File: config.mk
export PLATFORM = sky130hd
export DESIGN_NAME = max_pool
export DESIGN_NICKNAME = d
export VERILOG_FILES = /design/src/rtl/max_pool_pkg.sv /design/src/rtl/max_pool_signed_max.sv /design/src/rtl/max_pool.sv
export SDC_FILE = /design/constraint.sdc
export NUM_CORES = 1
export LEC_CHECK = 0
export ABC_AREA = 1
export CORE_MARGIN = 1
export CORE_UTILIZATION = 45
export DETAILED_ROUTE_END_ITERATION = 7
export HOLD_SLACK_MARGIN = 0.08
export PLACE_DENSITY = 0.74
export SLEW_MARGIN = 20
export SYNTH_ARGS = -nofsm -noshare
export SYNTH_HDL_FRONTEND = slang
export SYNTH_SLANG_ARGS = --single-unit
export TNS_END_PERCENT = 50
File: constraint.sdc
create_clock -name clk -period 2.1 [get_ports clk]
set_input_delay 0.21 -clock clk [delete_from_list [all_inputs] [get_ports clk]]
set_output_delay 0.21 -clock clk [all_outputs]
set_load 0.05 [all_outputs]
File: src/rtl/max_pool_pkg.sv
// Shared CNN address map, default feature-map dimensions and the fmap address packing helper.
package max_pool_pkg;

  localparam int unsigned FMAP_BASE        = 131072;
  localparam int unsigned POOL_BASE        = 147456;
  localparam int unsigned DEF_FMAP_WIDTH   = 10;
  localparam int unsigned DEF_FMAP_HEIGHT  = 10;
  localparam int unsigned DEF_FMAP_DEPTH   = 16;

  // Feature maps are laid out as {channel, row, column} with a fixed 32x32 plane per channel.
  function automatic logic [13:0] fmap_offset(input logic [3:0] d, input logic [4:0] y,
                                              input logic [4:0] x);
    return {d, y, x};
  endfunction

endpackage

File: src/rtl/max_pool_signed_max.sv
// Combinational two's-complement maximum; ties return the common value.
module signed_max #(
  parameter int unsigned DATA_WIDTH = 32
) (
  input  logic [DATA_WIDTH-1:0] a,
  input  logic [DATA_WIDTH-1:0] b,
  output logic [DATA_WIDTH-1:0] y
);

  always_comb begin
    y = ($signed(a) >= $signed(b)) ? a : b;
  end

endmodule

File: src/rtl/max_pool.sv
// 2x2 stride-2 signed max-pooling over a DRAM-resident feature map.
// One read per EVAL cycle (fixed 1-cycle latency); one write per completed window.
module max_pool
  import max_pool_pkg::*;
#(
  parameter int unsigned DATA_WIDTH  = 32,
  parameter int unsigned ADDR_WIDTH  = 18,
  parameter int unsigned IN_BASE     = FMAP_BASE,
  parameter int unsigned OUT_BASE    = POOL_BASE,
  parameter int unsigned FMAP_WIDTH  = DEF_FMAP_WIDTH,
  parameter int unsigned FMAP_HEIGHT = DEF_FMAP_HEIGHT,
  parameter int unsigned FMAP_DEPTH  = DEF_FMAP_DEPTH
) (
  input  logic                  clk,
  input  logic                  srstn,
  input  logic                  enable,
  input  logic                  dram_valid,
  input  logic [DATA_WIDTH-1:0] data_in,
  output logic [DATA_WIDTH-1:0] data_out,
  output logic [ADDR_WIDTH-1:0] addr_in,
  output logic [ADDR_WIDTH-1:0] addr_out,
  output logic                  dram_en_rd,
  output logic                  dram_en_wr,
  output logic                  done
);

  typedef enum logic [1:0] {ST_IDLE, ST_EVAL, ST_DRAIN, ST_DONE} state_t;

  localparam logic [3:0] OX_MAX = 4'(FMAP_WIDTH / 2 - 1);
  localparam logic [3:0] OY_MAX = 4'(FMAP_HEIGHT / 2 - 1);
  localparam logic [3:0] D_MAX  = 4'(FMAP_DEPTH - 1);

  state_t                state;
  logic [1:0]            ph, ph_ff;
  logic [3:0]            ox, oy, d, ox_ff, oy_ff, d_ff;
  logic                  rd_vld_ff;
  logic [DATA_WIDTH-1:0] acc;
  logic [DATA_WIDTH-1:0] max_val;
  logic                  last_read;
  logic                  wr_now;
  logic                  unused_dram_valid;

  assign unused_dram_valid = dram_valid;

  assign last_read = (ph == 2'd3) && (ox == OX_MAX) && (oy == OY_MAX) && (d == D_MAX);

  signed_max #(.DATA_WIDTH(DATA_WIDTH)) u_signed_max (
    .a (acc),
    .b (data_in),
    .y (max_val)
  );

  always_ff @(posedge clk or negedge srstn) begin
    if (!srstn) begin
      state     <= ST_IDLE;
      ph        <= '0;
      ox        <= '0;
      oy        <= '0;
      d         <= '0;
      ph_ff     <= '0;
      ox_ff     <= '0;
      oy_ff     <= '0;
      d_ff      <= '0;
      rd_vld_ff <= 1'b0;
      acc       <= '0;
    end else begin
      rd_vld_ff <= (state == ST_EVAL);
      ph_ff     <= ph;
      ox_ff     <= ox;
      oy_ff     <= oy;
      d_ff      <= d;

      // The read issued last cycle returns now; phase 3 is consumed by the write path instead.
      if (rd_vld_ff) begin
        if (ph_ff == 2'd0) begin
          acc <= data_in;
        end else if (ph_ff != 2'd3) begin
          acc <= max_val;
        end
      end

      case (state)
        ST_IDLE: begin
          ph <= '0;
          ox <= '0;
          oy <= '0;
          d  <= '0;
          if (enable) begin
            state <= ST_EVAL;
          end
        end
        ST_EVAL: begin
          ph <= ph + 2'd1;
          if (ph == 2'd3) begin
            if (ox == OX_MAX) begin
              ox <= '0;
              if (oy == OY_MAX) begin
                oy <= '0;
                d  <= (d == D_MAX) ? 4'd0 : d + 4'd1;
              end else begin
                oy <= oy + 4'd1;
              end
            end else begin
              ox <= ox + 4'd1;
            end
          end
          if (last_read) begin
            state <= ST_DRAIN;
          end
        end
        ST_DRAIN: state <= ST_DONE;
        ST_DONE:  state <= ST_IDLE;
        default:  state <= ST_IDLE;
      endcase
    end
  end

  assign wr_now = rd_vld_ff && (ph_ff == 2'd3);

  always_comb begin
    dram_en_rd = (state == ST_EVAL);
    addr_in    = '0;
    if (state == ST_EVAL) begin
      addr_in = ADDR_WIDTH'(IN_BASE) + ADDR_WIDTH'(fmap_offset(d, {oy, ph[1]}, {ox, ph[0]}));
    end
    dram_en_wr = wr_now;
    data_out   = wr_now ? max_val : '0;
    addr_out   = '0;
    if (wr_now) begin
      addr_out = ADDR_WIDTH'(OUT_BASE) + ADDR_WIDTH'(fmap_offset(d_ff, {1'b0, oy_ff}, {1'b0, ox_ff}));
    end
    done = (state == ST_DONE);
  end

endmodule
# After elaboration in Yosys (flattened, before gate mapping)
# Index checks and enable logic that the tools add are counted.
totals:
  reg_bits: 63
  in_bits: 36
  out_inout_bits: 71
  elab_cells: 67
classes:
  add_sub_neg: 6
  order_cmp: 1
  eq_ne: 14
  n_mux: 22
  n_reduce_logical: 13
op_table:
  columns: ["op", "n"]
  rows:
  - ["two-way mux 32 bit", 4]
  - ["adder 18 x 14 -> 18 bit (first input constant)", 2]
  - ["two-way mux 18 bit", 2]
  - ["two-way mux 4 bit", 9]
  - ["greater-or-equal comparator 32 bit", 1]
  - ["case mux 4 bit (2 select lines)", 3]
  - ["adder 4 x 1 -> 4 bit (second input constant)", 3]
  - ["equality test 2 bit (second input constant)", 4]
  - ["equality test 4 x 3 -> 1 bit (second input constant)", 2]
  - ["!= test 2 x 1 -> 1 bit (second input constant)", 4]
  - ["case mux 2 bit (4 select lines)", 1]
  - ["AND reduction 2 bit", 3]
  - ["equality test 4 bit (second input constant)", 1]
  - ["logical AND 1 bit", 4]
  - ["logical NOT 2 bit", 2]
  - ["two-way mux 2 bit", 2]
  - ["!= test 2 bit (second input constant)", 2]
  - ["case mux 2 bit (2 select lines)", 1]
  - ["AND reduction 4 bit", 1]
  - ["nonzero test 2 bit", 2]
  - ["AND reduction 3 bit", 1]
  - ["adder 2 x 1 -> 2 bit (second input constant)", 1]
  - ["equality test 2 x 1 -> 1 bit (second input constant)", 1]

# Longest topological paths before layout
# Gate-level depths: netlist of the first run.
logic_depth:
  ltp_word: 6
  mapped_depth: 20
  mapped_depth_nobuf: 19

# By module
# Synthesis of the first run repeated with hierarchy kept, for this count alone.
unflattened:
  cells_unflattened: 698
  area_unflattened_um2: 4715.8
modules_own_cells:
  columns: ["mod", "n_inst", "cells_each", "area_each_um2", "seq_area_each_um2"]
  rows:
  - ["max_pool", 1, 446, 3309.4, 1576.5]
  - ["signed_max", 1, 252, 1406.3, 0.0]

# Least setup slack after synthesis of the first run
# Ideal clock, no wire load.
synth_path:
  kind: "flip-flop to output port"
  from: "register acc[31]"
  to: "output data_out[10]"
  arrival_time_ps: 2513
  t_required_ps: 1890
  path_slack_ps: -623
  path_stages_with_launch: 11
  n_path_buf: 1
  path_cell_list: "dfrtp_1 ha_1 nand2_1 nor2_2 nand2_2 nor4_4 nand2_1 nand3_4 buf_12 nand2_4 a21oi_1"
synth_via:
  elab_chain_cells: 3
synth_lines:
  columns: ["element", "line_no", "text"]
  rows:
  - ["start: declaration", "max_pool.sv:37", "logic [DATA_WIDTH-1:0] acc;"]
  - ["start signal: assignment", "max_pool.sv:76", "acc <= data_in;"]
  - ["start signal: assignment", "max_pool.sv:78", "acc <= max_val;"]
  - ["greater-or-equal comparator 32 bit", "max_pool_signed_max.sv:11", "y = ($signed(a) >= $signed(b)) ? a : b;"]
  - ["two-way mux 32 bit", "max_pool_signed_max.sv:11", null]
  - ["two-way mux 32 bit", "max_pool.sv:127", "data_out = wr_now ? max_val : '0;"]
  - ["end: declaration", "max_pool.sv:19", "output logic [DATA_WIDTH-1:0] data_out,"]
# No other way between the ends.

# Final worst setup path of the first run
layout_path:
  from: "input data_in[26]"
  to: "output data_out[14]"
layout_via:
  elab_chain_cells: 3
layout_lines:
  columns: ["element", "line_no", "text"]
  rows:
  - ["start: declaration", "max_pool.sv:18", "input logic [DATA_WIDTH-1:0] data_in,"]
  - ["greater-or-equal comparator 32 bit", "max_pool_signed_max.sv:11", null]
  - ["two-way mux 32 bit", "max_pool_signed_max.sv:11", null]
  - ["two-way mux 32 bit", "max_pool.sv:127", null]
# No other way between the ends.

==> report_table.html, run 1 <==
<table>
<tr><th>Metric</th><th>Value</th></tr>
<tr><th colspan="2">Yosys</th></tr>
<tr><td>Synth Register Bits</td><td>63</td></tr>
<tr><td>Leading cell type by number of instances after synthesis</td><td>sky130_fd_sc_hd__nand2_1</td></tr>
<tr><td>Count of synthesis-stage warnings from yosys</td><td>0</td></tr>
<tr><td>Netlist Area Pre-Place</td><td>0.004979 mm^2</td></tr>
<tr><td>Average footprint of a synthesized cell</td><td>7.743 um^2</td></tr>
<tr><td>Area share of the largest cell type after synthesis</td><td>0.3167</td></tr>
<tr><td>Sequential fraction of the synthesis area</td><td>0.3167</td></tr>
<tr><td>Synth cell types</td><td>35</td></tr>
<tr><td>Synth async-reset ratio</td><td>1.000</td></tr>
<tr><td>Number of enable flip-flop cells after synthesis</td><td>0</td></tr>
<tr><td>Most used DFF post-synth</td><td>sky130_fd_sc_hd__dfrtp_1</td></tr>
<tr><td>Synth cell count leaders</td><td>155 x sky130_fd_sc_hd__nand2_1, 87 x sky130_fd_sc_hd__a21oi_1, 79 x sky130_fd_sc_hd__inv_1</td></tr>
<tr><td>Cell type contributing the most total cell area after synthesis</td><td>sky130_fd_sc_hd__dfrtp_1</td></tr>
<tr><td>Gate Count Post-Synth</td><td>643</td></tr>
<tr><td>Area contributors post-synth</td><td>sky130_fd_sc_hd__dfrtp_1 32%, sky130_fd_sc_hd__nand2_1 12%, sky130_fd_sc_hd__ha_1 11%</td></tr>
<tr><th colspan="2">Detailed routing</th></tr>
<tr><td>Routed length per instance</td><td>16.06 um</td></tr>
<tr><td>DRC violations left</td><td>0</td></tr>
<tr><td>Number of DRC markers in iteration 0</td><td>388</td></tr>
<tr><td>Vias per inst</td><td>5.227</td></tr>
<tr><td>Final ANT Viol Nets</td><td>0</td></tr>
<tr><td>Via count of the routed design</td><td>5196</td></tr>
<tr><td>First-pass iteration count of the detailed router</td><td>5</td></tr>
<tr><td>DRT Wirelength</td><td>15.97 mm</td></tr>
<tr><th colspan="2">Place</th></tr>
<tr><td># port buffers</td><td>98</td></tr>
<tr><td>Total half-perimeter wirelength after legalization and detailed placement</td><td>10.69 mm</td></tr>
<tr><td>GP Congestion</td><td>0.8277</td></tr>
<tr><th colspan="2">Setup path</th></tr>
<tr><td>Length in cells of the worst reg-to-reg path</td><td>16</td></tr>
<tr><td>CP Data Required Time</td><td>1.89 ns</td></tr>
<tr><td>Largest fanout on the critical path</td><td>7</td></tr>
<tr><td>Worst path slowest cell</td><td>sky130_fd_sc_hd__clkdlybuf4s50_1</td></tr>
<tr><td>Cells traversed along the worst timing path</td><td>clkdlybuf4s50_1 &gt; inv_1 &gt; ha_1 &gt; nand2_2 &gt; o21ai_1 &gt; nand2_1 &gt; nand2_1 &gt; a21oi_2 &gt; nand2_2 &gt; nand2_4 &gt; buf_8 &gt; clkbuf_16 &gt; nand4_1 &gt; a21oi_4 &gt; buf_12</td></tr>
<tr><td>Critical path endpoint category</td><td>primary output</td></tr>
<tr><td>Max incr delay on CP</td><td>0.50 ns</td></tr>
<tr><td>Data arrival time of the worst path</td><td>2.73 ns</td></tr>
<tr><td>Worst setup SP type</td><td>input port</td></tr>
<tr><td>Setup Crit Path Kind</td><td>input port to primary output</td></tr>
<tr><th colspan="2">Run</th></tr>
<tr><td>Max Cap Violations</td><td>0</td></tr>
<tr><th colspan="2">Floorplan</th></tr>
<tr><td>Die Outline Area</td><td>0.01149 mm^2</td></tr>
<tr><td>Standard cell core area</td><td>0.01079 mm^2</td></tr>
<tr><td>Horizontal die dimension</td><td>107.2 um</td></tr>
<tr><td>Floorplan die height</td><td>107.2 um</td></tr>
<tr><td>Initial core utilization</td><td>0.4613</td></tr>
<tr><td>IO Count</td><td>107</td></tr>
<tr><td>Cell row count</td><td>38</td></tr>
<tr><th colspan="2">Hold path</th></tr>
<tr><td>Min-Delay Path Depth</td><td>5</td></tr>
<tr><td>Hold Path Class</td><td>input port to flip-flop</td></tr>
<tr><th colspan="2">Power</th></tr>
<tr><td>Leak pwr</td><td>0.004227 uW</td></tr>
<tr><td>Overall Power</td><td>12490 uW</td></tr>
<tr><td>Worst IR Drop VDD</td><td>1099 uV</td></tr>
<tr><td>Power density over the cells</td><td>1452 mW/mm^2</td></tr>
<tr><th colspan="2">Global routing</th></tr>
<tr><td>Number of global-route vias before repair</td><td>5307</td></tr>
<tr><td>Overall fraction of global-route tracks in use</td><td>0.2714</td></tr>
<tr><td>Wire length of the first global-routing pass</td><td>24.58 mm</td></tr>
<tr><td>Grt total ovfl</td><td>0</td></tr>
<tr><td>Initial antenna violation count</td><td>0</td></tr>
<tr><td>Largest net degree at the start of global routing</td><td>64</td></tr>
<tr><th colspan="2">Timing</th></tr>
<tr><td>Final slew viol count</td><td>0</td></tr>
<tr><td>Number of hold violations in the final report</td><td>0</td></tr>
<tr><td>Worst rel slew slack</td><td>0.6490</td></tr>
<tr><td>Slew of the pin with the lowest slew margin</td><td>0.5247 ns</td></tr>
<tr><td># setup viols final</td><td>64</td></tr>
<tr><td>Post-route setup slack</td><td>-0.8354 ns</td></tr>
<tr><td>Clock Skews</td><td>0.01306 ns</td></tr>
<tr><td>Fin crit share</td><td>1.398</td></tr>
<tr><td>Crit path time final</td><td>2.935 ns</td></tr>
<tr><td>Setup repair after global routing missed its margin</td><td>yes</td></tr>
<tr><td>Highest attainable clock frequency</td><td>340.7 MHz</td></tr>
<tr><th colspan="2">Clock tree</th></tr>
<tr><td>Clock slew seen by the registers of the worst setup and hold paths</td><td>0.08 ns</td></tr>
<tr><td>CTS Buffer Depth</td><td>2</td></tr>
<tr><td>Clock tree from TritonCTS</td><td>built</td></tr>
<tr><td>Clock latency on the worst-skew pair</td><td>0.35 ns</td></tr>
<tr><td>CTS root buffer</td><td>sky130_fd_sc_hd__clkbuf_8</td></tr>
<tr><td>Clock Sinks</td><td>63</td></tr>
<tr><td>CTS H-tree depth</td><td>3</td></tr>
<tr><td>Number of buffers inserted during clock tree synthesis</td><td>9</td></tr>
<tr><th colspan="2">Cells and area</th></tr>
<tr><td>Area growth, synth to finish</td><td>72.81%</td></tr>
<tr><td>Nets@finish</td><td>927</td></tr>
<tr><td>Layout cell share with drive strength beyond 1</td><td>0.4180</td></tr>
<tr><td>Fraction of the core area covered by cells at the end of the flow</td><td>0.7971</td></tr>
<tr><td>Diode insertion count for antenna repair</td><td>0</td></tr>
<tr><th colspan="2">Run status</th></tr>
<tr><td>Status</td><td>complete, but fails checks</td></tr>
<tr><td>Violations in the final reports</td><td>setup timing</td></tr>
</table>
metrics by stage:
step | setup TNS (ns) | worst slack [ns] | cells | hold WS, ns | area (um^2)
2_1_floorplan | -7.655 | -0.1914 | 649 | -0.08559 | 5406
3_3_place_gp | -40.71 | -0.7624 | 953 | 0.2478 | 7838
3_5_place_dp | -43.94 | -0.7973 | 953 | 0.2462 | 7838
4_1_cts | -35.54 | -0.7941 | 983 | 0.4121 | 8204
5_1_grt | -45.15 | -0.9637 | 994 | 0.3290 | 8603
6_report | -35.94 | -0.8354 | 994 | 0.2973 | 8603
path summary, 6_finish.rpt:
kind / from / slack, ns / to
min in group asynchronous: srstn / 0.38 / acc[8]$_DFFE_PN0P_
worst min register to register: oy[2]$_DFFE_PN0P_ / 0.46 / oy_ff[2]$_DFF_PN0_
worst max-delay path: data_in[26] / -0.84 / data_out[14]
worst max register to register: acc[25]$_DFFE_PN0P_ / -0.40 / acc[4]$_DFFE_PN0P_
worst min-delay path: data_in[2] / 0.30 / acc[2]$_DFFE_PN0P_
max in group asynchronous: srstn / 1.38 / ox[0]$_DFFE_PN0P_
report_power, final:
part | switching [uW] | leakage, uW | total, uW | internal (uW)
clock | 574 | 0.0000888 | 1020 | 451
sequential | 410 | 0.000807 | 2110 | 1700
combinational | 5170 | 0.00333 | 9360 | 4190
logic make-up (layout without fill, tap and decap cells):
logic type      Yosys count  after routing  synth area share
flops                    63             63            0.3167
buf+inv                 123            328            0.1141
simple gates            310            310            0.3526
other cells               1              7         0.0007532
xor+xnor                  2              2          0.003519
compound gates          102            102            0.1068
fa+ha+maj                42             42            0.1056
final cells by class:
class                           count  area, um^2
Multi-Input combinational cell    463        3556
Clock buffer                        9       123.9
Fill cell                         633        2190
Sequential cell                    63        1577
Tap cell                          140       175.2
Clock inverter                      7       61.31
Timing Repair Buffer              229        2799
Inverter                           83       311.5
repair_timing:
item,in CTS,in global routing
endpoints found under the setup margin,64,66
cloned,1,3
setup buffers,12,10
resized for setup,14,51
hold endpoints to repair,63,0
pin swaps,27,37
hold buffers,1,0
cell usage in the layout, fill, tap and decap left out, drive strengths merged, types with 7 or more instances in the layout:
master         instances
nand4                 34
inv                   86
dlymetal6s2s           7
conb                   7
clkbuf                12
o21ai                  8
ha                    42
nor2                  35
a21oi                 88
buf                  191
clkdlybuf4s50         25
dfrtp                 63
nand2                189
nand3                 47
sequential cells by signal, summed over array words and instances, names as in the netlist:
| register | flops |
|---|---|
| ph | 2 |
| state | 2 |
| d | 4 |
| ph_ff | 2 |
| ox | 4 |
| d_ff | 4 |
| rd_vld_ff | 1 |
| oy_ff | 4 |
| oy | 4 |
| acc | 32 |
| ox_ff | 4 |
per-layer routing:
metal | GRT usage | vias up | part of all wire
met3 | 0.04316 | 29 | 0.048
met4 | 0.09198 | 0 | 0.017
li1 | - | 2504 | -
met5 | 0 | - | 0
met2 | 0.5000 | 164 | 0.53
met1 | 0.3175 | 2499 | 0.41
critical path, delay by kind of cell:
family                   cells  cell delay, ns
AO/OA/AOI/OAI                3            0.54
adder cells (fa/ha/maj)      1            0.33
AND/OR/NAND/NOR              6            0.61
buffers and inverters        5            1.03
No activity file was read; power rests on OpenSTA's default activity.
==> run 2, diff against run 1 <==
--- a/config.mk
+++ b/config.mk
@@ -6,6 +6,7 @@
 export NUM_CORES = 1
 export LEC_CHECK = 0
 export ABC_AREA = 1
+export CORE_ASPECT_RATIO = 1.2
 export CORE_MARGIN = 1
 export CORE_UTILIZATION = 45
 export DETAILED_ROUTE_END_ITERATION = 7
==> run 2 against run 1 <==
The flow finishes with violations (DRC, setup timing). Utilization up 2.9 points. Cell area grew 1.9%. Flip-flop and latch count stayed put.
==> report_table.html, run 2 (synthesis results as in run 1) <==
<table>
<tr><th>Metric</th><th>Value</th></tr>
<tr><th colspan="2">Run status</th></tr>
<tr><td>Status</td><td>complete, but fails checks</td></tr>
<tr><td>Violations in the final reports</td><td>DRC, setup timing</td></tr>
<tr><th colspan="2">Place</th></tr>
<tr><td>DP Area</td><td>0.007814 mm^2 (-0.30%)</td></tr>
<tr><td>Number of cells in the design after placement</td><td>944 (-0.94%)</td></tr>
<tr><td># port buffers</td><td>98 (unchanged)</td></tr>
<tr><td>GP Congestion</td><td>0.8554 (+3.3%)</td></tr>
<tr><td>Total half-perimeter wirelength after legalization and detailed placement</td><td>10.79 mm (+0.92%)</td></tr>
<tr><th colspan="2">Clock tree</th></tr>
<tr><td>Clock tree from TritonCTS</td><td>built</td></tr>
<tr><td>Clock slew seen by the registers of the worst setup and hold paths</td><td>0.06 ns (-0.02 ns)</td></tr>
<tr><td>Clock latency on the worst-skew pair</td><td>0.33 ns (-0.02 ns)</td></tr>
<tr><td>CTS Buffer Depth</td><td>2 (unchanged)</td></tr>
<tr><td>Clock Sinks</td><td>63 (unchanged)</td></tr>
<tr><td>CTS H-tree depth</td><td>3 (unchanged)</td></tr>
<tr><td>CTS root buffer</td><td>sky130_fd_sc_hd__clkbuf_16</td></tr>
<tr><td>Number of buffers inserted during clock tree synthesis</td><td>9 (unchanged)</td></tr>
<tr><th colspan="2">Global routing</th></tr>
<tr><td>Largest net degree at the start of global routing</td><td>42 (-34%)</td></tr>
<tr><td>Wire length of the first global-routing pass</td><td>26.73 mm (+8.7%)</td></tr>
<tr><td>Overall fraction of global-route tracks in use</td><td>0.2967 (+0.02532)</td></tr>
<tr><td>Initial antenna violation count</td><td>0 (unchanged)</td></tr>
<tr><td>Number of global-route vias before repair</td><td>5719 (+7.8%)</td></tr>
<tr><td>Grt total ovfl</td><td>0 (unchanged)</td></tr>
<tr><th colspan="2">Power</th></tr>
<tr><td>Overall Power</td><td>13420 uW (+7.4%)</td></tr>
<tr><td>Worst IR Drop VDD</td><td>1091 uV (-0.69%)</td></tr>
<tr><td>Leak pwr</td><td>0.004261 uW (+0.80%)</td></tr>
<tr><td>Power density over the cells</td><td>1530 mW/mm^2 (+5.4%)</td></tr>
<tr><th colspan="2">Cells and area</th></tr>
<tr><td>Final standard cell count with taps included and fillers excluded</td><td>987 (-0.70%)</td></tr>
<tr><td>Register with the most flip-flops</td><td>acc</td></tr>
<tr><td>Number of flip-flops in the largest register</td><td>32 (unchanged)</td></tr>
<tr><td>Area growth, synth to finish</td><td>76.12%</td></tr>
<tr><td>Fillers</td><td>544 (-14%)</td></tr>
<tr><td>Most frequent standard cell in the layout excluding fill and tap cells</td><td>sky130_fd_sc_hd__nand2_1</td></tr>
<tr><td>Layout cell share with drive strength beyond 1</td><td>0.4452 (+0.02719)</td></tr>
<tr><td>Diode insertion count for antenna repair</td><td>0 (unchanged)</td></tr>
<tr><td>Most used cells in the layout excluding fill and tap cells</td><td>131 x sky130_fd_sc_hd__nand2_1, 115 x sky130_fd_sc_hd__buf_4, 71 x sky130_fd_sc_hd__buf_12, 68 x sky130_fd_sc_hd__inv_1, 63 x sky130_fd_sc_hd__dfrtp_1</td></tr>
<tr><td>Nets@finish</td><td>931 (+0.43%)</td></tr>
<tr><td>Non-Filler Cell Area, Final</td><td>0.008768 mm^2 (+1.9%)</td></tr>
<tr><th colspan="2">Timing</th></tr>
<tr><td>Final total negative setup slack</td><td>-40.17 ns (-4.230 ns)</td></tr>
<tr><td>Highest attainable clock frequency</td><td>327.1 MHz (-4.0%)</td></tr>
<tr><td>Number of hold violations in the final report</td><td>0 (unchanged)</td></tr>
<tr><td># setup viols final</td><td>64 (unchanged)</td></tr>
<tr><td>Setup repair after global routing missed its margin</td><td>yes</td></tr>
<tr><td>Fin crit share</td><td>1.456 (+0.05778)</td></tr>
<tr><td>Post-route setup slack</td><td>-0.9568 ns (-0.1213 ns)</td></tr>
<tr><td>Hold Slack</td><td>0.2644 ns (-0.03288 ns)</td></tr>
<tr><td>Final slew viol count</td><td>0 (unchanged)</td></tr>
<tr><td>Clock Skews</td><td>0.003347 ns (-0.009718 ns)</td></tr>
<tr><td>Crit path time final</td><td>3.057 ns (+0.1213 ns)</td></tr>
<tr><th colspan="2">Detailed routing</th></tr>
<tr><td>Final ANT Viol Nets</td><td>0 (unchanged)</td></tr>
<tr><td>DRC violations left</td><td>9 (+9)</td></tr>
<tr><td>First-pass iteration count of the detailed router</td><td>7 (+2)</td></tr>
<tr><td>Via count of the routed design</td><td>5535 (+6.5%)</td></tr>
<tr><td>Vias per inst</td><td>5.608 (+7.3%)</td></tr>
<tr><td>DRT Wirelength</td><td>18.23 mm (+14%)</td></tr>
<tr><td>Number of DRC markers in iteration 0</td><td>341 (-12%)</td></tr>
<tr><td>Routed length per instance</td><td>18.47 um (+15%)</td></tr>
<tr><th colspan="2">Floorplan</th></tr>
<tr><td>Standard cell core area</td><td>0.01062 mm^2 (-1.6%)</td></tr>
<tr><td>Initial core utilization</td><td>0.4688 (+0.007555)</td></tr>
<tr><td>Horizontal die dimension</td><td>98.02 um (-8.5%)</td></tr>
<tr><td>Floorplan die height</td><td>117.2 um (+9.4%)</td></tr>
<tr><td>Cell row count</td><td>41 (+7.9%)</td></tr>
<tr><td>IO Count</td><td>107 (unchanged)</td></tr>
<tr><td>Die Outline Area</td><td>0.01149 mm^2 (about the same)</td></tr>
<tr><th colspan="2">Setup path</th></tr>
<tr><td>Data arrival time of the worst path</td><td>2.85 ns (+0.12 ns)</td></tr>
<tr><td>CP Data Required Time</td><td>1.89 ns (about the same)</td></tr>
<tr><td>Critical path endpoint category</td><td>primary output</td></tr>
<tr><td>Setup Crit Path Kind</td><td>flip-flop to primary output</td></tr>
<tr><td>Reg2Reg Setup Slack</td><td>-0.61 ns (-0.21 ns)</td></tr>
<tr><td>Worst setup SP type</td><td>flip-flop</td></tr>
<tr><td>Largest fanout on the critical path</td><td>6 (-1)</td></tr>
<tr><th colspan="2">Run</th></tr>
<tr><td>Max Cap Violations</td><td>0 (unchanged)</td></tr>
<tr><th colspan="2">Hold path</th></tr>
<tr><td>Hold Path Class</td><td>input port to async pin</td></tr>
</table>
-- run 2: cell count changes in the layout (fill, tap and decap cells not counted), moves of 6 or more --
cell / delta
sky130_fd_sc_hd__clkbuf_16: +7
sky130_fd_sc_hd__nand2_1: -15
sky130_fd_sc_hd__clkbuf_8: -9
sky130_fd_sc_hd__nand2_2: +16
sky130_fd_sc_hd__dlygate4sd2_1: +9
sky130_fd_sc_hd__clkdlybuf4s50_1: -6
-- run 2: metrics by stage --
stage | worst slack (ns) | utilization
after floorplan | -0.1914 | -
after detailed placement | -0.7357 | 0.7358
final | -0.9568 | 0.8257
after global placement | -0.6763 | 0.7358
after global routing | -1.020 | 0.8257
after CTS | -0.7112 | 0.8021
-- run 2: what timing repair did --
item | 4_1_cts | 5_1_grt
hold buffers | 1 | 0
setup endpoints to repair | 64 | 66
gates resized for setup | 48 | 45
setup buffers | 16 | 10
cloned | 2 | 1
pin swaps | 35 | 54
endpoints found under the hold margin | 63 | 0
-- run 2: area by class of cell --
type	count	area [um^2]	area share
repair buffers	233	2798	0.3191
clock buffers	9	225.2	0.02568
flip-flops and latches	63	1577	0.1798
multi-input cells	463	3616	0.4124
inverters	83	311.5	0.03553
clock inverters	7	80.08	0.009132
well taps	129	161.4	0.01841
-- run 2: path summary, 6_finish.rpt --
path | startpoint | endpoint | cells after the start
setup / recovery | acc[23]$_DFFE_PN0P_ | data_out[16] | 12
hold / removal | srstn | acc[15]$_DFFE_PN0P_ | 2
setup reg to reg | acc[29]$_DFFE_PN0P_ | acc[16]$_DFFE_PN0P_ | 16
hold reg to reg | ph[1]$_DFFE_PN0P_ | ph_ff[1]$_DFF_PN0_ | 0
max in group asynchronous | srstn | acc[22]$_DFFE_PN0P_ | 3
min in group clk | data_in[26] | acc[26]$_DFFE_PN0P_ | 5
-- run 2: power by group --
part	switching, uW	internal (uW)
Sequential	435	1700
Combinational	5530	4220
Clock	608	933
Total	6570	6850
-- run 2: worst max-delay path: stages, from the launching register on --
cell and delay, ns:
sky130_fd_sc_hd__dfrtp_1 0.41, sky130_fd_sc_hd__ha_4 0.23, sky130_fd_sc_hd__a21oi_1 0.21, sky130_fd_sc_hd__o21a_1 0.18
sky130_fd_sc_hd__nand2_2 0.10, sky130_fd_sc_hd__a21oi_4 0.25, sky130_fd_sc_hd__nand2_2 0.10, sky130_fd_sc_hd__nand2_4 0.13
sky130_fd_sc_hd__buf_12 0.12, sky130_fd_sc_hd__buf_16 0.11, sky130_fd_sc_hd__nand4_1 0.24, sky130_fd_sc_hd__a21oi_4 0.28
sky130_fd_sc_hd__buf_12 0.16
-- run 2: routing by layer --
metal  up-vias  part of all wire  wire (um)  GRT usage
li1       2505                 -          -          -
met1      2656              0.35       6425     0.3026
met2       280              0.53       9725     0.5826
met3        94             0.066       1206    0.05938
met4         0             0.048        871     0.1394
met5         -                 0          0          0
==> run 3, diff against run 2 <==
--- a/config.mk
+++ b/config.mk
@@ -16,4 +16,4 @@
 export SYNTH_ARGS = -nofsm -noshare
 export SYNTH_HDL_FRONTEND = slang
 export SYNTH_SLANG_ARGS = --single-unit
-export TNS_END_PERCENT = 50
+export TNS_END_PERCENT = 10
==> run 3 against run 2 <==
The run still ends with DRC, setup timing left. Clock power is 8% lower. Wire length up 13%. Non-clock buffer count rose by 9. Sequential share of layout area is 0.35 points lower. Total power grew 3.8%. Via count up 4.9%. First-iteration DRC count rose by 48%. Global-route usage up 2.0 points. Combinational power increased by 6%. Flip-flop and latch count unchanged. Die area stayed put. Largest cell class unchanged.
==> report_table.html, run 3 (synthesis results as in run 1) <==
<table>
<tr><th>Metric</th><th>Value</th></tr>
<tr><th colspan="2">Cells and area</th></tr>
<tr><td>Diode insertion count for antenna repair</td><td>0 (unchanged)</td></tr>
<tr><td>Nets@finish</td><td>940 (+0.97%)</td></tr>
<tr><td>Fillers</td><td>507 (-6.8%)</td></tr>
<tr><td>Layout cell share with drive strength beyond 1</td><td>0.4683 (+0.02306)</td></tr>
<tr><td>Register with the most flip-flops</td><td>acc</td></tr>
<tr><td>Most frequent standard cell in the layout excluding fill and tap cells</td><td>sky130_fd_sc_hd__nand2_1</td></tr>
<tr><td>Number of flip-flops in the largest register</td><td>32 (unchanged)</td></tr>
<tr><td>Area growth, synth to finish</td><td>79.62%</td></tr>
<tr><td>Most used cells in the layout excluding fill and tap cells</td><td>123 x sky130_fd_sc_hd__nand2_1, 121 x sky130_fd_sc_hd__buf_4, 73 x sky130_fd_sc_hd__buf_12, 68 x sky130_fd_sc_hd__inv_1, 63 x sky130_fd_sc_hd__dfrtp_1</td></tr>
<tr><th colspan="2">Place</th></tr>
<tr><td>GP Congestion</td><td>0.8102 (-5.3%)</td></tr>
<tr><td>Post-placement worst setup slack</td><td>-0.7852 ns (-0.04957 ns)</td></tr>
<tr><td>Total half-perimeter wirelength after legalization and detailed placement</td><td>10.90 mm (+1.1%)</td></tr>
<tr><td># port buffers</td><td>98 (unchanged)</td></tr>
<tr><th colspan="2">Floorplan</th></tr>
<tr><td>IO Count</td><td>107 (unchanged)</td></tr>
<tr><td>Initial core utilization</td><td>0.4688 (unchanged)</td></tr>
<tr><td>Cell row count</td><td>41 (unchanged)</td></tr>
<tr><td>Floorplan die height</td><td>117.2 um (unchanged)</td></tr>
<tr><td>Die Outline Area</td><td>0.01149 mm^2 (unchanged)</td></tr>
<tr><td>Standard cell core area</td><td>0.01062 mm^2 (unchanged)</td></tr>
<tr><td>Horizontal die dimension</td><td>98.02 um (unchanged)</td></tr>
<tr><th colspan="2">Run status</th></tr>
<tr><td>Violations in the final reports</td><td>DRC, setup timing</td></tr>
<tr><td>Status</td><td>complete, but fails checks</td></tr>
<tr><th colspan="2">Timing</th></tr>
<tr><td>Fin crit share</td><td>1.433 (-0.02236)</td></tr>
<tr><td>Crit path time final</td><td>3.010 ns (-0.04695 ns)</td></tr>
<tr><td>Slew of the pin with the lowest slew margin</td><td>0.6328 ns</td></tr>
<tr><td>Number of hold violations in the final report</td><td>0 (unchanged)</td></tr>
<tr><td>Worst rel slew slack</td><td>0.5782</td></tr>
<tr><td>Post-route setup slack</td><td>-0.9098 ns (+0.04695 ns)</td></tr>
<tr><td>Final slew viol count</td><td>0 (unchanged)</td></tr>
<tr><td>Highest attainable clock frequency</td><td>332.2 MHz (+1.6%)</td></tr>
<tr><td>Final total negative setup slack</td><td>-42.03 ns (-1.856 ns)</td></tr>
<tr><td>Clock Skews</td><td>0.008343 ns (+0.004996 ns)</td></tr>
<tr><td># setup viols final</td><td>64 (unchanged)</td></tr>
<tr><td>Setup repair after global routing missed its margin</td><td>yes</td></tr>
<tr><th colspan="2">Setup path</th></tr>
<tr><td>Worst setup SP type</td><td>flip-flop</td></tr>
<tr><td>Critical path endpoint category</td><td>primary output</td></tr>
<tr><td>CP Data Required Time</td><td>1.89 ns (about the same)</td></tr>
<tr><td>Cells traversed along the worst timing path</td><td>ha_4 &gt; nand2_1 &gt; inv_1 &gt; nand2_1 &gt; nand2_1 &gt; nand2_1 &gt; nand2_1 &gt; nand2_2 &gt; nand2_2 &gt; nand2_4 &gt; nand2_4 &gt; nand2_8 &gt; nand3_4 &gt; buf_12 &gt; nand2_4 &gt; a21oi_4 &gt; buf_12</td></tr>
<tr><td>Largest fanout on the critical path</td><td>6 (unchanged)</td></tr>
<tr><td>Max incr delay on CP</td><td>0.43 ns (+0.02 ns)</td></tr>
<tr><td>Family with the most delay on the worst path</td><td>simple AND/OR/NAND/NOR gates</td></tr>
<tr><td>Worst path slowest cell</td><td>sky130_fd_sc_hd__dfrtp_1</td></tr>
<tr><td>Data arrival time of the worst path</td><td>2.80 ns (-0.05 ns)</td></tr>
<tr><td>Setup Crit Path Kind</td><td>flip-flop to primary output</td></tr>
<tr><td>Buffers plus inverters on the worst setup path</td><td>3 (unchanged)</td></tr>
<tr><td>Most numerous cell on the critical path</td><td>sky130_fd_sc_hd__nand2_1</td></tr>
<tr><td>Reg2Reg Setup Slack</td><td>-0.87 ns (-0.26 ns)</td></tr>
<tr><th colspan="2">Run</th></tr>
<tr><td>Max Cap Violations</td><td>0 (unchanged)</td></tr>
<tr><th colspan="2">Detailed routing</th></tr>
<tr><td>Routed length per instance</td><td>20.60 um (+12%)</td></tr>
<tr><td>Number of DRC markers in iteration 0</td><td>504 (+48%)</td></tr>
<tr><td>Final ANT Viol Nets</td><td>0 (unchanged)</td></tr>
<tr><td>First-pass iteration count of the detailed router</td><td>8 (+1)</td></tr>
<tr><td>Via count of the routed design</td><td>5806 (+4.9%)</td></tr>
<tr><td>Vias per inst</td><td>5.829 (+3.9%)</td></tr>
<tr><td>DRC violations left</td><td>10 (+1)</td></tr>
<tr><td>DRT Wirelength</td><td>20.51 mm (+13%)</td></tr>
<tr><th colspan="2">Clock tree</th></tr>
<tr><td>Number of buffers inserted during clock tree synthesis</td><td>9 (unchanged)</td></tr>
<tr><td>CTS Buffer Depth</td><td>2 (unchanged)</td></tr>
<tr><td>CTS H-tree depth</td><td>3 (unchanged)</td></tr>
<tr><td>Clock Sinks</td><td>63 (unchanged)</td></tr>
<tr><td>CTS root buffer</td><td>sky130_fd_sc_hd__clkbuf_16</td></tr>
<tr><td>Clock tree from TritonCTS</td><td>built</td></tr>
<tr><td>Clock slew seen by the registers of the worst setup and hold paths</td><td>0.06 ns (about the same)</td></tr>
<tr><td>Clock latency on the worst-skew pair</td><td>0.34 ns (about the same)</td></tr>
<tr><th colspan="2">Global routing</th></tr>
<tr><td>Initial antenna violation count</td><td>0 (unchanged)</td></tr>
<tr><td>Grt total ovfl</td><td>0 (unchanged)</td></tr>
<tr><td>Number of global-route vias before repair</td><td>5818 (+1.7%)</td></tr>
<tr><td>Largest net degree at the start of global routing</td><td>65 (+55%)</td></tr>
<tr><td>Wire length of the first global-routing pass</td><td>28.33 mm (+6.0%)</td></tr>
<tr><td>Overall fraction of global-route tracks in use</td><td>0.3164 (+0.01973)</td></tr>
<tr><th colspan="2">Power</th></tr>
<tr><td>Worst IR Drop VDD</td><td>1198 uV (+9.7%)</td></tr>
<tr><td>Leak pwr</td><td>0.004411 uW (+3.5%)</td></tr>
<tr><td>Power density over the cells</td><td>1558 mW/mm^2 (+1.8%)</td></tr>
<tr><th colspan="2">Hold path</th></tr>
<tr><td>Hold Path Class</td><td>input port to flip-flop</td></tr>
</table>
-- run 3: changes by cell type in the layout (fill, tap and decap cells not counted), sizes merged --
| cell | before | now |
|---|---|---|
| clkinv | 2 | 5 |
| buf | 197 | 204 |
| inv | 85 | 83 |
| dlygate4sd2 | 11 | 6 |
| bufbuf | 0 | 2 |
| dlymetal6s2s | 4 | 5 |
| clkdlybuf4s50 | 19 | 23 |
| bufinv | 1 | 0 |
-- run 3: path summary, 6_finish.rpt --
path,start,to,cells past startpoint
hold reg to reg,ox[3]$_DFFE_PN0P_,ox_ff[3]$_DFF_PN0_,0
setup / recovery,acc[3]$_DFFE_PN0P_,data_out[7],17
hold / removal,data_in[9],acc[9]$_DFFE_PN0P_,5
max in group asynchronous,srstn,acc[2]$_DFFE_PN0P_,3
setup reg to reg,acc[1]$_DFFE_PN0P_,acc[31]$_DFFE_PN0P_,23
min in group asynchronous,srstn,acc[15]$_DFFE_PN0P_,2
-- run 3: worst min-delay path, delay by kind of cell --
kind / cells / cell delay, ns
buffers and inverters: 2 / 0.22
AND/OR/NAND/NOR: 2 / 0.13
AO/OA/AOI/OAI: 1 / 0.07
-- run 3: cell type report --
cell class | count | area (um^2) | share of cell area
clock buffers | 9 | 225.2 | 0.02519
multi-input cells | 463 | 3662 | 0.4095
clock inverters | 7 | 47.55 | 0.005317
repair buffers | 242 | 2958 | 0.3308
inverters | 83 | 311.5 | 0.03484
well taps | 129 | 161.4 | 0.01805
flip-flops and latches | 63 | 1577 | 0.1763
-- run 3: what timing repair did --
action | CTS | global route
endpoints found under the hold margin | 22 | 0
setup endpoints to repair | 64 | 66
hold buffers | 1 | 0
cloned | 5 | 1
pin swaps | 10 | 36
resized for setup | 37 | 71
setup buffers | 13 | 10
-- run 3: where the power goes --
| group | switching [uW] | total (uW) | internal (uW) |
|---|---|---|---|
| Sequential | 470 | 2170 | 1700 |
| Combinational | 5830 | 10300 | 4510 |
| Clock | 624 | 1420 | 798 |
-- run 3: stage by stage --
stage	power (uW)	utilization	std cells	cell area (um^2)	hold slack, ns
2_1_floorplan	7089	-	649	5384	-0.08559
3_3_place_gp	9690	0.7434	951	7894	0.2382
3_5_place_dp	10080	0.7434	951	7894	0.2422
4_1_cts	12430	0.8044	986	8542	0.3958
5_1_grt	14520	0.8421	996	8942	0.3449
6_report	13930	0.8421	996	8942	0.3276
-- run 3: layer usage --
layer  global-route usage  wire length [um]  share of wire  up-vias
met3              0.05879              1525          0.074      149
li1                     -                 -              -     2532
met4               0.1889              1471          0.072        0
met1               0.3292              7124           0.35     2757
met5                    0                 0              0        -
met2               0.5981             10390           0.51      368
